`src/rtl/fft_sdf_ctrl.sv`:
```
// Sequencing controller for a radix-2 single-path delay-feedback FFT pipeline.
// Generates the stage enable, per-stage butterfly control, flush and output framing.
module fft_sdf_ctrl #(
    parameter int N_POINTS = 16,
    parameter int N_STAGES = $clog2(N_POINTS)
) (
    input  logic                clk,
    input  logic                rst,
    input  logic                in_valid,
    output logic                in_ready,
    output logic                en,
    output logic                zero_fill,
    output logic [N_STAGES-1:0] ctrl,
    output logic                out_valid,
    output logic                out_first,
    output logic                out_last,
    output logic [N_STAGES-1:0] out_idx,
    output logic                busy
);
    localparam int LAT = N_POINTS - 1 + N_STAGES;
    localparam int FW  = $clog2(LAT + 1);
    localparam logic [FW-1:0]       LAT_F    = FW'(LAT);
    localparam logic [FW-1:0]       LAT_M1   = FW'(LAT - 1);
    localparam logic [N_STAGES-1:0] CNT_ZERO = {N_STAGES{1'b0}};
    localparam logic [N_STAGES-1:0] CNT_LAST = N_STAGES'(N_POINTS - 1);

    typedef enum logic [1:0] {
        IDLE  = 2'd0,
        RUN   = 2'd1,
        FLUSH = 2'd2
    } state_t;

    state_t              state_r, state_nx_s;
    logic                en_s;
    logic                to_idle_s;
    logic [N_STAGES-1:0] cnt_r;
    logic [N_STAGES-1:0] ocnt_r;
    logic [FW-1:0]       fcnt_r;
    logic [FW-1:0]       flush_r;
    logic                out_valid_r;
    logic [N_STAGES-1:0] diff_s;

    function automatic logic [N_STAGES-1:0] bit_reverse(input logic [N_STAGES-1:0] v);
        logic [N_STAGES-1:0] r;
        r = {N_STAGES{1'b0}};
        for (int i = 0; i < N_STAGES; i++) begin
            r[i] = v[N_STAGES-1-i];
        end
        return r;
    endfunction

    // Next-state and handshake/enable decode
    always_comb begin
        state_nx_s = state_r;
        in_ready   = 1'b1;
        en_s       = 1'b0;
        zero_fill  = 1'b0;
        case (state_r)
            IDLE: begin
                en_s = in_valid;
                if (in_valid) begin
                    state_nx_s = RUN;
                end else begin
                    state_nx_s = IDLE;
                end
            end
            RUN: begin
                en_s = in_valid;
                // A gap exactly at a frame boundary ends the stream.
                if (!in_valid && (cnt_r == CNT_ZERO)) begin
                    state_nx_s = FLUSH;
                end else begin
                    state_nx_s = RUN;
                end
            end
            FLUSH: begin
                in_ready  = 1'b0;
                en_s      = 1'b1;
                zero_fill = 1'b1;
                if (flush_r == LAT_M1) begin
                    state_nx_s = IDLE;
                end else begin
                    state_nx_s = FLUSH;
                end
            end
            default: begin
                state_nx_s = IDLE;
            end
        endcase
    end

    assign to_idle_s = (state_r == FLUSH) && (state_nx_s == IDLE);
    assign en        = en_s & ~rst;
    assign busy      = (state_r != IDLE);

    // Per-stage butterfly control; stage s sees the counter delayed by s registers
    always_comb begin
        ctrl   = {N_STAGES{1'b0}};
        diff_s = {N_STAGES{1'b0}};
        for (int s = 0; s < N_STAGES; s++) begin
            diff_s  = cnt_r - N_STAGES'(s);
            ctrl[s] = diff_s[N_STAGES-1-s];
        end
    end

    // State, counters and output-valid register
    always_ff @(posedge clk or posedge rst) begin
        if (rst) begin
            state_r     <= IDLE;
            cnt_r       <= CNT_ZERO;
            fcnt_r      <= {FW{1'b0}};
            flush_r     <= {FW{1'b0}};
            ocnt_r      <= CNT_ZERO;
            out_valid_r <= 1'b0;
        end else begin
            state_r     <= state_nx_s;
            out_valid_r <= en_s && (fcnt_r == LAT_F);

            if (to_idle_s) begin
                cnt_r  <= CNT_ZERO;
                fcnt_r <= {FW{1'b0}};
            end else if (en_s) begin
                cnt_r <= cnt_r + N_STAGES'(1);
                if (fcnt_r != LAT_F) begin
                    fcnt_r <= fcnt_r + FW'(1);
                end else begin
                    fcnt_r <= fcnt_r;
                end
            end else begin
                cnt_r  <= cnt_r;
                fcnt_r <= fcnt_r;
            end

            if ((state_r == FLUSH) && (flush_r != LAT_M1)) begin
                flush_r <= flush_r + FW'(1);
            end else begin
                flush_r <= {FW{1'b0}};
            end

            // The last result of a flush is still presented in the first IDLE cycle.
            if (out_valid_r) begin
                ocnt_r <= ocnt_r + N_STAGES'(1);
            end else if (state_r == IDLE) begin
                ocnt_r <= CNT_ZERO;
            end else begin
                ocnt_r <= ocnt_r;
            end
        end
    end

    assign out_valid = out_valid_r;
    assign out_idx   = bit_reverse(ocnt_r);
    assign out_first = out_valid_r & (ocnt_r == CNT_ZERO);
    assign out_last  = out_valid_r & (ocnt_r == CNT_LAST);

endmodule

```
`config.mk`:
```
export PLATFORM = sky130hd
export DESIGN_NAME = fft_sdf_ctrl
export DESIGN_NICKNAME = d
export VERILOG_FILES = /design/src/rtl/fft_sdf_ctrl.sv
export SDC_FILE = /design/constraint.sdc
export NUM_CORES = 1
export LEC_CHECK = 0
export CAP_MARGIN = 20
export CORE_UTILIZATION = 45
export CTS_CLUSTER_SIZE = 16
export DETAILED_ROUTE_END_ITERATION = 7
export HOLD_SLACK_MARGIN = 0.03
export PLACE_DENSITY = 0.69
export SLEW_MARGIN = 20
export SYNTH_ARGS = -nofsm -noshare
export SYNTH_HDL_FRONTEND = slang
export SYNTH_SLANG_ARGS = --single-unit
```
`constraint.sdc`:
```
create_clock -name clk -period 2.7 [get_ports clk]
set_input_delay 0.405 -clock clk [delete_from_list [all_inputs] [get_ports clk]]
set_output_delay 0.405 -clock clk [all_outputs]
set_load 0.01 [all_outputs]
```
== After elaboration in Yosys (flattened, before gate mapping) ==
Index checks and enable logic that the tools add are counted.

* Multiplexer cells: 15
* Bitwise gates (word level): 4
* $add $sub $neg: 7
* Equality and inequality tests: 7
* Reduce and logical (&&, ||, !) cells: 15

{| class="wikitable"
|+ Operators by type and width
! kind !! number
|-
| 2-to-1 mux 5 bit || 4
|-
| 2-to-1 mux 4 bit || 4
|-
| adder 5 x 1 -> 5 bit, second input constant || 2
|-
| equality test 5 bit, second input constant || 2
|-
| != test 5 bit, second input constant || 2
|-
| adder 4 x 1 -> 4 bit, second input constant || 2
|-
| zero test 4 bit || 2
|-
| nonzero test 2 bit || 4
|-
| case mux 2 bit (3 select lines) || 1
|-
| equality test 4 bit, second input constant || 1
|-
| logical AND 1 bit || 4
|-
| zero test 2 bit || 2
|-
| 2-to-1 mux 2 bit || 2
|-
| bitwise AND 1 bit || 3
|-
| 2-to-1 mux 1 bit || 3
|-
| subtractor 3 x 1 -> 3 bit, second input constant || 1
|-
| equality test 2 x 1 -> 1 bit, second input constant || 1
|-
| equality test 2 bit, second input constant || 1
|-
| case mux 1 bit (2 select lines) || 1
|-
| AND reduction 2 bit || 1
|-
| OR reduction 2 bit || 1
|-
| subtractor 2 bit, second input constant || 1
|-
| zero test 1 bit || 1
|-
| inverter 1 bit || 1
|-
| subtractor 1 bit, second input constant || 1
|}

* Bits in registers: 21
* Output and inout bits: 15
* Input port bits: 3
* Logic and storage cells: 54

== Logic depth before layout (Yosys ltp) ==
Gate-level depths: netlist of run 1.

* Depth after elaboration: 8
* Depth in mapped cells: 6

== Worst setup path after synthesis of run 1 ==
OpenSTA, ideal clock, no wires.

* Path type: reg2out
* Start point: register out_valid_r, in the netlist out_valid
* End point: output out_first
* Buffers on the path: 1
* Stages on the path, launching flop included: 4
* Setup slack: 1.266 ns
* Arrival: 1.029 ns
* Path through: dfrtp_1 > clkbuf_1 > nand2_1 > nor3b_1

* Longest elaborated chain between the ends: 1

{| class="wikitable"
|+ Ends and longest elaborated chain
! what !! RTL line !! RTL
|-
| from (decl) || 40 || <nowiki>logic out_valid_r;</nowiki>
|-
| from (signal assigned) || 117 || <nowiki>out_valid_r <= en_s && (fcnt_r == LAT_F);</nowiki>
|-
| bitwise AND 1 bit || 153 || <nowiki>assign out_first = out_valid_r & (ocnt_r == CNT_ZERO);</nowiki>
|-
| to (decl) || 15 || <nowiki>output logic out_first,</nowiki>
|}

No other way between the ends.

== Worst setup path in the final report of run 1 ==
* Start point: input in_valid
* End point: output en

* Longest elaborated chain between the ends: 2

{| class="wikitable"
|+ Ends and longest elaborated chain
! what !! RTL line !! RTL
|-
| from (decl) || 9 || <nowiki>input logic in_valid,</nowiki>
|-
| case mux 1 bit (2 select lines) || 58 || <nowiki>case (state_r)</nowiki>
|-
| bitwise AND 1 bit || 93 || <nowiki>assign en = en_s & ~rst;</nowiki>
|-
| to (decl) || 11 || <nowiki>output logic en,</nowiki>
|}

No other way between the ends.

==> results.txt, run 1 <==
The clock passes through at most 2 buffers. The maximum fanout along the worst path came out at 8. The final period demand of the worst path is 2.24 ns. The leakage component of the power is 0.578 nW. The sum of overflow across all layers after global routing came out at 0. The critical path's largest stage delay is 0.54 ns. Traced cell by cell, the critical path runs through clkdlybuf4s50_1 > and2b_4 > nor2_4 > nor2_1 > clkdlybuf4s50_1.

The first detailed-routing pass ran for 4 iterations. The routed wire length on met2 is 881 um. Dividing total power by cell area gives a power density of 796 mW/mm^2. The Yosys step of the flow raised 0 warnings.

Static timing analysis puts the maximum clock frequency at 445 MHz. Row generation in the floorplan step produced 17 rows. The worst-case clock skew is 0.00119 ns. The number of nets in the synthesized netlist came out at 122. Setup repair after global routing left no endpoint under its margin. Synthesis handed over a netlist of 111 instances. The buffering stage count on the worst path with inverters included is 2.

The final RePlAce weighted congestion is 0.752. The number of fillers in the final layout is 213. Setup violations remaining at the end of the flow were counted as 0. The number of global-route vias before repair is 761.

The area growth from synthesis to layout is 18.8%. The largest vdd supply drop came out at 0.000508 V. The clock sink total is 21. The worst hold path class is register to register. After layout, the design draws a total of 0.00105 W. The final-stage net count is 141. The arrival time at the worst endpoint came out at 1.84 ns. Detailed routing placed a total of 45 um of wire on met3. The area of the multi-input gates came out at 528 um^2.

The kind of critical path is input pin to output port. The clock root buffer is sky130_fd_sc_hd__clkbuf_4. The number of buffers added to fix hold violations after cts is 0. The sum of negative setup slack is 0 ns.

The post-route fraction of the period consumed by the critical path is 83.1%. The number of distinct standard cells referenced by the synthesized netlist is 31. The share of the synthesized area in the top cell type came out at 47.2%.

The number of buffers added by the clock tree synthesis step came out at 3. The clock latency on the worst-skew pair is 0.29 ns. The kind of cell with the highest combined delay along the critical path is buffers and inverters.

In the post-synthesis netlist, the biggest area contributors are sky130_fd_sc_hd__dfrtp_1, sky130_fd_sc_hd__ha_1, sky130_fd_sc_hd__nor2_1, sky130_fd_sc_hd__xor2_1, sky130_fd_sc_hd__o21ai_0. The number of hold-slack violations in the final timing report is 0. Counting flops and latches in the post-synthesis netlist gives 21. The share of cells above drive strength 1 came out at 9.30%. 18 I/O pins were placed. The post-route worst setup slack came out at 0.455 ns. The placeable core area came out at 0.00228 mm^2. Clock-pin slew was measured on the worst setup and hold paths at 0.11 ns. The number of standard cells in the layout, taps in and fillers out came out at 157. Among all stages on the critical path, the largest delay is contributed by sky130_fd_sc_hd__clkdlybuf4s50_1.

For this block, the initial DRC count from the detailed router was 3. The cell depth of the worst setup path is 5. The run finished with clean final reports. The HPWL after detailed placement came out at 1380 um. Across all layers, the routed design uses 781 vias. The sort of element at the start of the critical path is an input pin. The transition time at the pin with the least slew margin came out at 0.797 ns.

The largest total area in the synthesized netlist belongs to sky130_fd_sc_hd__dfrtp_1. The initial antenna violation count was 0. The wire length of the first global-routing pass is 3150 um. The sequential cells in the finished layout cover a total of 526 um^2. The sum of routed wire segments on met1 came out at 886 um. The most numerous cell type found on the critical path is sky130_fd_sc_hd__clkdlybuf4s50_1. In the routed layout, each cell is associated on average with a via count of 4.97. The worst-case setup slack after placement is 0.459 ns.

The die is 51.7 um wide. The routed length per placed instance is 11.6 um. Global routing used 16.0% of the available tracks across all layers. The number of cells traversed by the worst register-to-register path is 5. The overall die height is 51.7 um. The quantity of gates resized following cts is 0. The sequential element share of the synthesized area came out at 47.2%.

The critical path endpoint category is an output port. The number of max-cap violations is 0. TritonCTS built the clock tree. The routed design has 1830 um of wire.

The cell count of the worst hold path came out at 1. The worst hold slack across all endpoints is 0.505 ns. The instance count after placement with tap cells included came out at 153.

The number of setup buffers added after CTS is 0. Entering global routing, the biggest net connects 22 pins. In this run the number of H-tree levels came out at 1.

Data on the critical path is required at its endpoint by 2.30 ns. The final routed DRC violation total is 0. The number of antenna-violating nets in the routed design is 0. The quantity of I/O buffers inserted on ports is 17. The die covers 0.00268 mm^2.

The highest layer touched by signal routing is met4. The number of antenna diodes in the final layout is 0. The count of final max-slew check failures is 0. The worst slew margin relative to its limit is 46.8%. The post-synthesis average cell area is 10.0 um^2. The starting utilization of the core area came out at 48.9%. The summed instance area of the synthesized netlist came out at 0.00111 mm^2.
==> Yosys cell counts (all sizes together) <==
cell type / count
nor2b: 2
xor2: 6
o22ai: 1
xnor2: 2
nor3b: 1
o41ai: 1
a21o: 1
ha: 8
dfrtp: 21
mux2: 1
buf: 2
inv: 10
nor3: 1
mux2i: 1
nand4bb: 1
or3: 1
clkbuf: 1
nand3: 4
o31ai: 1
nor2: 19
o21ai: 8
o21ba: 1
and2b: 2
a21oi: 4
nand2: 8
and4bb: 1
o2111ai: 2
==> final timing paths <==
path / startpoint / end / slack, ns
worst max-delay path: in_valid / en / 0.46
worst min-delay path: flush_r[0] / flush_r[0] / 0.50
worst max register to register: state_r[1] / cnt_r[0] / 1.26
worst min register to register: flush_r[0] / flush_r[0] / 0.50
max in group asynchronous: rst / cnt_r[1] / 1.63
min in group asynchronous: rst / cnt_r[0] / 0.58
==> power breakdown <==
part	leakage, nW	switching, W	internal [W]	total [W]
Combinational	0.292	0.000189	0.000225	0.000414
Clock	0.0150	0.0000882	0.0000574	0.000146
Sequential	0.271	0.0000942	0.000400	0.000494
==> sequential cells by signal, indices dropped and copies added, names as in the netlist <==
signal,count
cnt_r,4
fcnt_r,5
flush_r,5
ocnt_r,4
out_valid,1
state_r,2
==> logic make-up (layout without fill, tap and decap cells) <==
family | after synthesis | after routing | synth area share, %
AND/OR/NAND/NOR | 40 | 40 | 19.6
flip-flops | 21 | 21 | 47.2
AO/OA/AOI/OAI | 19 | 19 | 10.7
buffers and inverters | 13 | 31 | 5.39
adder cells (fa/ha/maj) | 8 | 8 | 8.99
XOR/XNOR | 8 | 8 | 6.29
multiplexers | 2 | 2 | 1.91
==> area by class of cell <==
type | count | area share [%]
flip-flops and latches | 21 | 39.7
multi-input cells | 77 | 39.9
clock buffers | 4 | 1.99
inverters | 10 | 2.84
repair buffers | 17 | 12.9
well taps | 28 | 2.65
==> cells in the final DEF, fill, tap and decap left out, drive strengths merged, types with 2 or more instances in the layout <==
| master | netlist | routed |
|---|---|---|
| clkbuf | 1 | 4 |
| nand3 | 4 | 4 |
| inv | 10 | 10 |
| clkdlybuf4s50 | 0 | 17 |
| nor2b | 2 | 2 |
| nand2 | 8 | 8 |
| xnor2 | 2 | 2 |
| dfrtp | 21 | 21 |
| xor2 | 6 | 6 |
| nor2 | 19 | 19 |
| and2b | 2 | 2 |
| a21oi | 4 | 4 |
| ha | 8 | 8 |
| o2111ai | 2 | 2 |
| o21ai | 8 | 8 |
==> metrics by stage <==
stage          util [%]  cell area [um^2]
4_1_cts            58.1              1320
6_report           58.1              1320
5_1_grt            58.1              1320
3_3_place_gp       57.0              1300
3_5_place_dp       57.0              1300
2_1_floorplan         -              1110
==> metal layers <==
layer,track usage (%),up-vias
li1,-,404
met1,20.9,366
met2,26.8,9
met3,1.75,2
met4,6.76,0
met5,0,-
Note: power is estimated with default switching activity, not from simulation.
==> run 2, diff against run 1 <==
Clock period 2.7 ns to 2.2 ns, I/O delays scaled along.
==> run 2 against run 1 <==
Net effect:
- sequential power rose by 23%
- clock skew up 0.0059 ns
- critical endpoint unchanged
- clock-buffer cell count unchanged
- combinational power grew 23%
- cell count is 2.5% higher
- clock power rose by 21%
- setup slack got worse by 0.32 ns
- sequential cell count unchanged
- global-route usage up 0.99 points
==> results.txt, run 2 (synthesis gave the netlist of run 1 again) <==
The data required time of the critical path is 1.87 ns. The share of cells above drive strength 1 came out at 12.0%. The internal reg-to-reg setup slack is 0.75 ns.

The number of standard cells in the layout, taps in and fillers out came out at 161. The total vias in the final route came out at 785. The clock transition time at the flip-flop clock pins of the worst setup and hold paths came out at 0.11 ns.

In this run, the number of DRC markers left after iteration 0 of detailed routing was 9. The flow ran to the end, and the final reports show no timing, DRC or antenna violations. The number of cells traversed by the worst register-to-register path came out at 6. The wire length of the first global-routing pass came out at 3310 um. In the final layout, the registers with the most flip-flops are fcnt_r x5, flush_r x5. In the final layout, flip-flops and latches occupy 526 um^2. The sort of element at the start of the critical path is a register.

The source of the worst register-to-register timing path is state_r[1]. The initial antenna violation count came out at 0. The overall die height is 51.7 um. The width of the die is 51.7 um. The power density normalized to cell area came out at 956 mW/mm^2.

The transition time at the pin with the least slew margin is 0.263 ns. Per report_power, the clock group accounts for 13.6% of the total. The clock tree from TritonCTS is yes. The clock drives 21 sinks. The synthesis-to-finish area growth came out at 21.5%. Row generation in the floorplan step produced 17 rows. The count of final max-slew check failures is 0. The iteration count of the initial detailed-routing pass came out at 4. The highest attainable clock frequency is 484 MHz. The number of fillers in the final layout came out at 193. The worst-case clock skew came out at 0.00710 ns.

The number of buffers added to fix hold violations after cts is 0. The design draws 0.00129 W. The critical path is of the register to output port type. In the layout the commonest cells are sky130_fd_sc_hd__dfrtp_1, sky130_fd_sc_hd__nor2_1, sky130_fd_sc_hd__clkdlybuf4s50_1.

Following the worst setup path forward leads to its endpoint at en. The library cell used most frequently in the layout, excluding fill and tap cells, is sky130_fd_sc_hd__dfrtp_1. The buffer depth of the longest clock path came out at 2. The largest net degree at the start of global routing came out at 22. The number of hold-slack violations in the final timing report is 0. The HPWL after detailed placement is 1420 um. The reg-to-reg endpoint is fcnt_r[2]. Among all stages on the critical path, the largest delay is contributed by sky130_fd_sc_hd__clkdlybuf4s50_1.

The final layout contains routed wiring with a total length of 1840 um. IR analysis of the VDD net gives a maximum drop of 0.000586 V. The relative contribution of combinational cells to total power came out at 39.6%.

The quantity of I/O buffers inserted on ports came out at 17. The sequential fraction of design power is 46.9%. The critical path endpoint category is an output port. The number of antenna-violating nets in the routed design came out at 0.

The post-route fraction of the period consumed by the critical path came out at 94.0%. The number of top-level pins came out at 18. The sum of negative setup slack came out at 0 ns. The final RePlAce weighted congestion is 0.767.

The critical path goes through and2b_4 > nor2_4 > nor2_1 > clkdlybuf4s50_1. The area of the die is 0.00268 mm^2. The maximum fanout along the worst path came out at 8. Setup repair after global routing left no endpoint under its margin.

The number of buffers added by the clock tree synthesis step came out at 3. The total net switching power came out at 0.000451 W. The final period demand of the worst path came out at 2.07 ns.

The sum of overflow across all layers after global routing came out at 0. The critical path's largest stage delay came out at 0.54 ns. The antenna cell count came out at 0. The level count of the clock H-tree is 1. The leakage component of the power is 0.600 nW. The routed length per placed instance came out at 11.4 um. Of the total power, the share spent switching nets is 34.9%. The via density per instance came out at 4.88. The region available for standard cell placement spans 0.00228 mm^2. In the routed design, unresolved DRC markers number 0. Data arrives at the worst endpoint at 1.74 ns.

The instance count after placement with tap cells included is 154. Setup violations remaining at the end of the flow were counted as 0. The timing startpoint of the critical path is state_r[1]. The starting utilization of the core area is 48.9%. The clock latency on the worst-skew pair came out at 0.29 ns. The internal power of the cells totals 0.000842 W. The worst slew margin relative to its limit is 82.2%.

The root buffer cell chosen for the clock tree is sky130_fd_sc_hd__clkbuf_4. Global routing used 17.0% of the available tracks across all layers. The final-stage net count is 145. The number of global-route vias before repair came out at 798. The number of max-cap violations is 0.

The area of the multi-input gates is 528 um^2. The worst hold path belongs to the class input pin to async pin.
run 2: stage by stage:
stage	hold WS (ns)	worst slack (ns)	area, um^2	util (%)
5_1_grt	0.426	0.00529	1350	59.4
6_report	0.380	0.132	1350	59.4
2_1_floorplan	0.307	0.841	1110	-
3_3_place_gp	0.472	0.141	1300	57.3
3_5_place_dp	0.484	0.113	1300	57.3
4_1_cts	0.386	0.0917	1330	58.4
run 2: routing by layer:
layer  wire length (um)  global-route usage, %
met1                845                   22.0
met2                938                   28.4
met3                 44                   2.63
met4                 13                   6.76
met5                  0                      0
run 2: area by class of cell:
| class | count | area share, % |
|---|---|---|
| Timing Repair Buffer | 21 | 14.8 |
| Inverter | 10 | 2.78 |
| Sequential cell | 21 | 38.9 |
| Tap cell | 28 | 2.59 |
| Clock buffer | 4 | 1.94 |
| Multi-Input combinational cell | 77 | 39.0 |
run 2: power groups by stage:
| stage | Combinational (W) | Sequential [W] | Clock (W) |
|---|---|---|---|
| 2_1_floorplan | 0.000341 | 0.000588 | 0 |
| 3_3_place_gp | 0.000500 | 0.000610 | 0 |
| 3_5_place_dp | 0.000511 | 0.000613 | 0 |
| 4_1_cts | 0.000514 | 0.000605 | 0.000187 |
| 5_1_grt | 0.000584 | 0.000626 | 0.000201 |
| 6_report | 0.000511 | 0.000606 | 0.000176 |
run 2: critical path: cells and delay by family, from the launching register on:
kind / cells / cell delay [ns]
buffers and inverters: 1 / 0.54
flip-flops: 1 / 0.43
AND/OR/NAND/NOR: 3 / 0.48
run 2: how the worst min path moves through the flow:
stage               start          to  slack [ns]  depth (start not counted)
2_1_floorplan         rst    cnt_r[0]        0.31                          1
3_3_place_gp   flush_r[0]  flush_r[0]        0.47                          1
3_5_place_dp   flush_r[0]  flush_r[0]        0.48                          1
4_1_cts               rst    cnt_r[0]        0.39                          3
5_1_grt               rst    cnt_r[0]        0.43                          3
6_report              rst    cnt_r[0]        0.38                          3
run 2: what timing repair did:
item                       4_1_cts  5_1_grt
setup endpoints to repair        0        1
setup buffers                    0        3
gates resized for setup          0        0
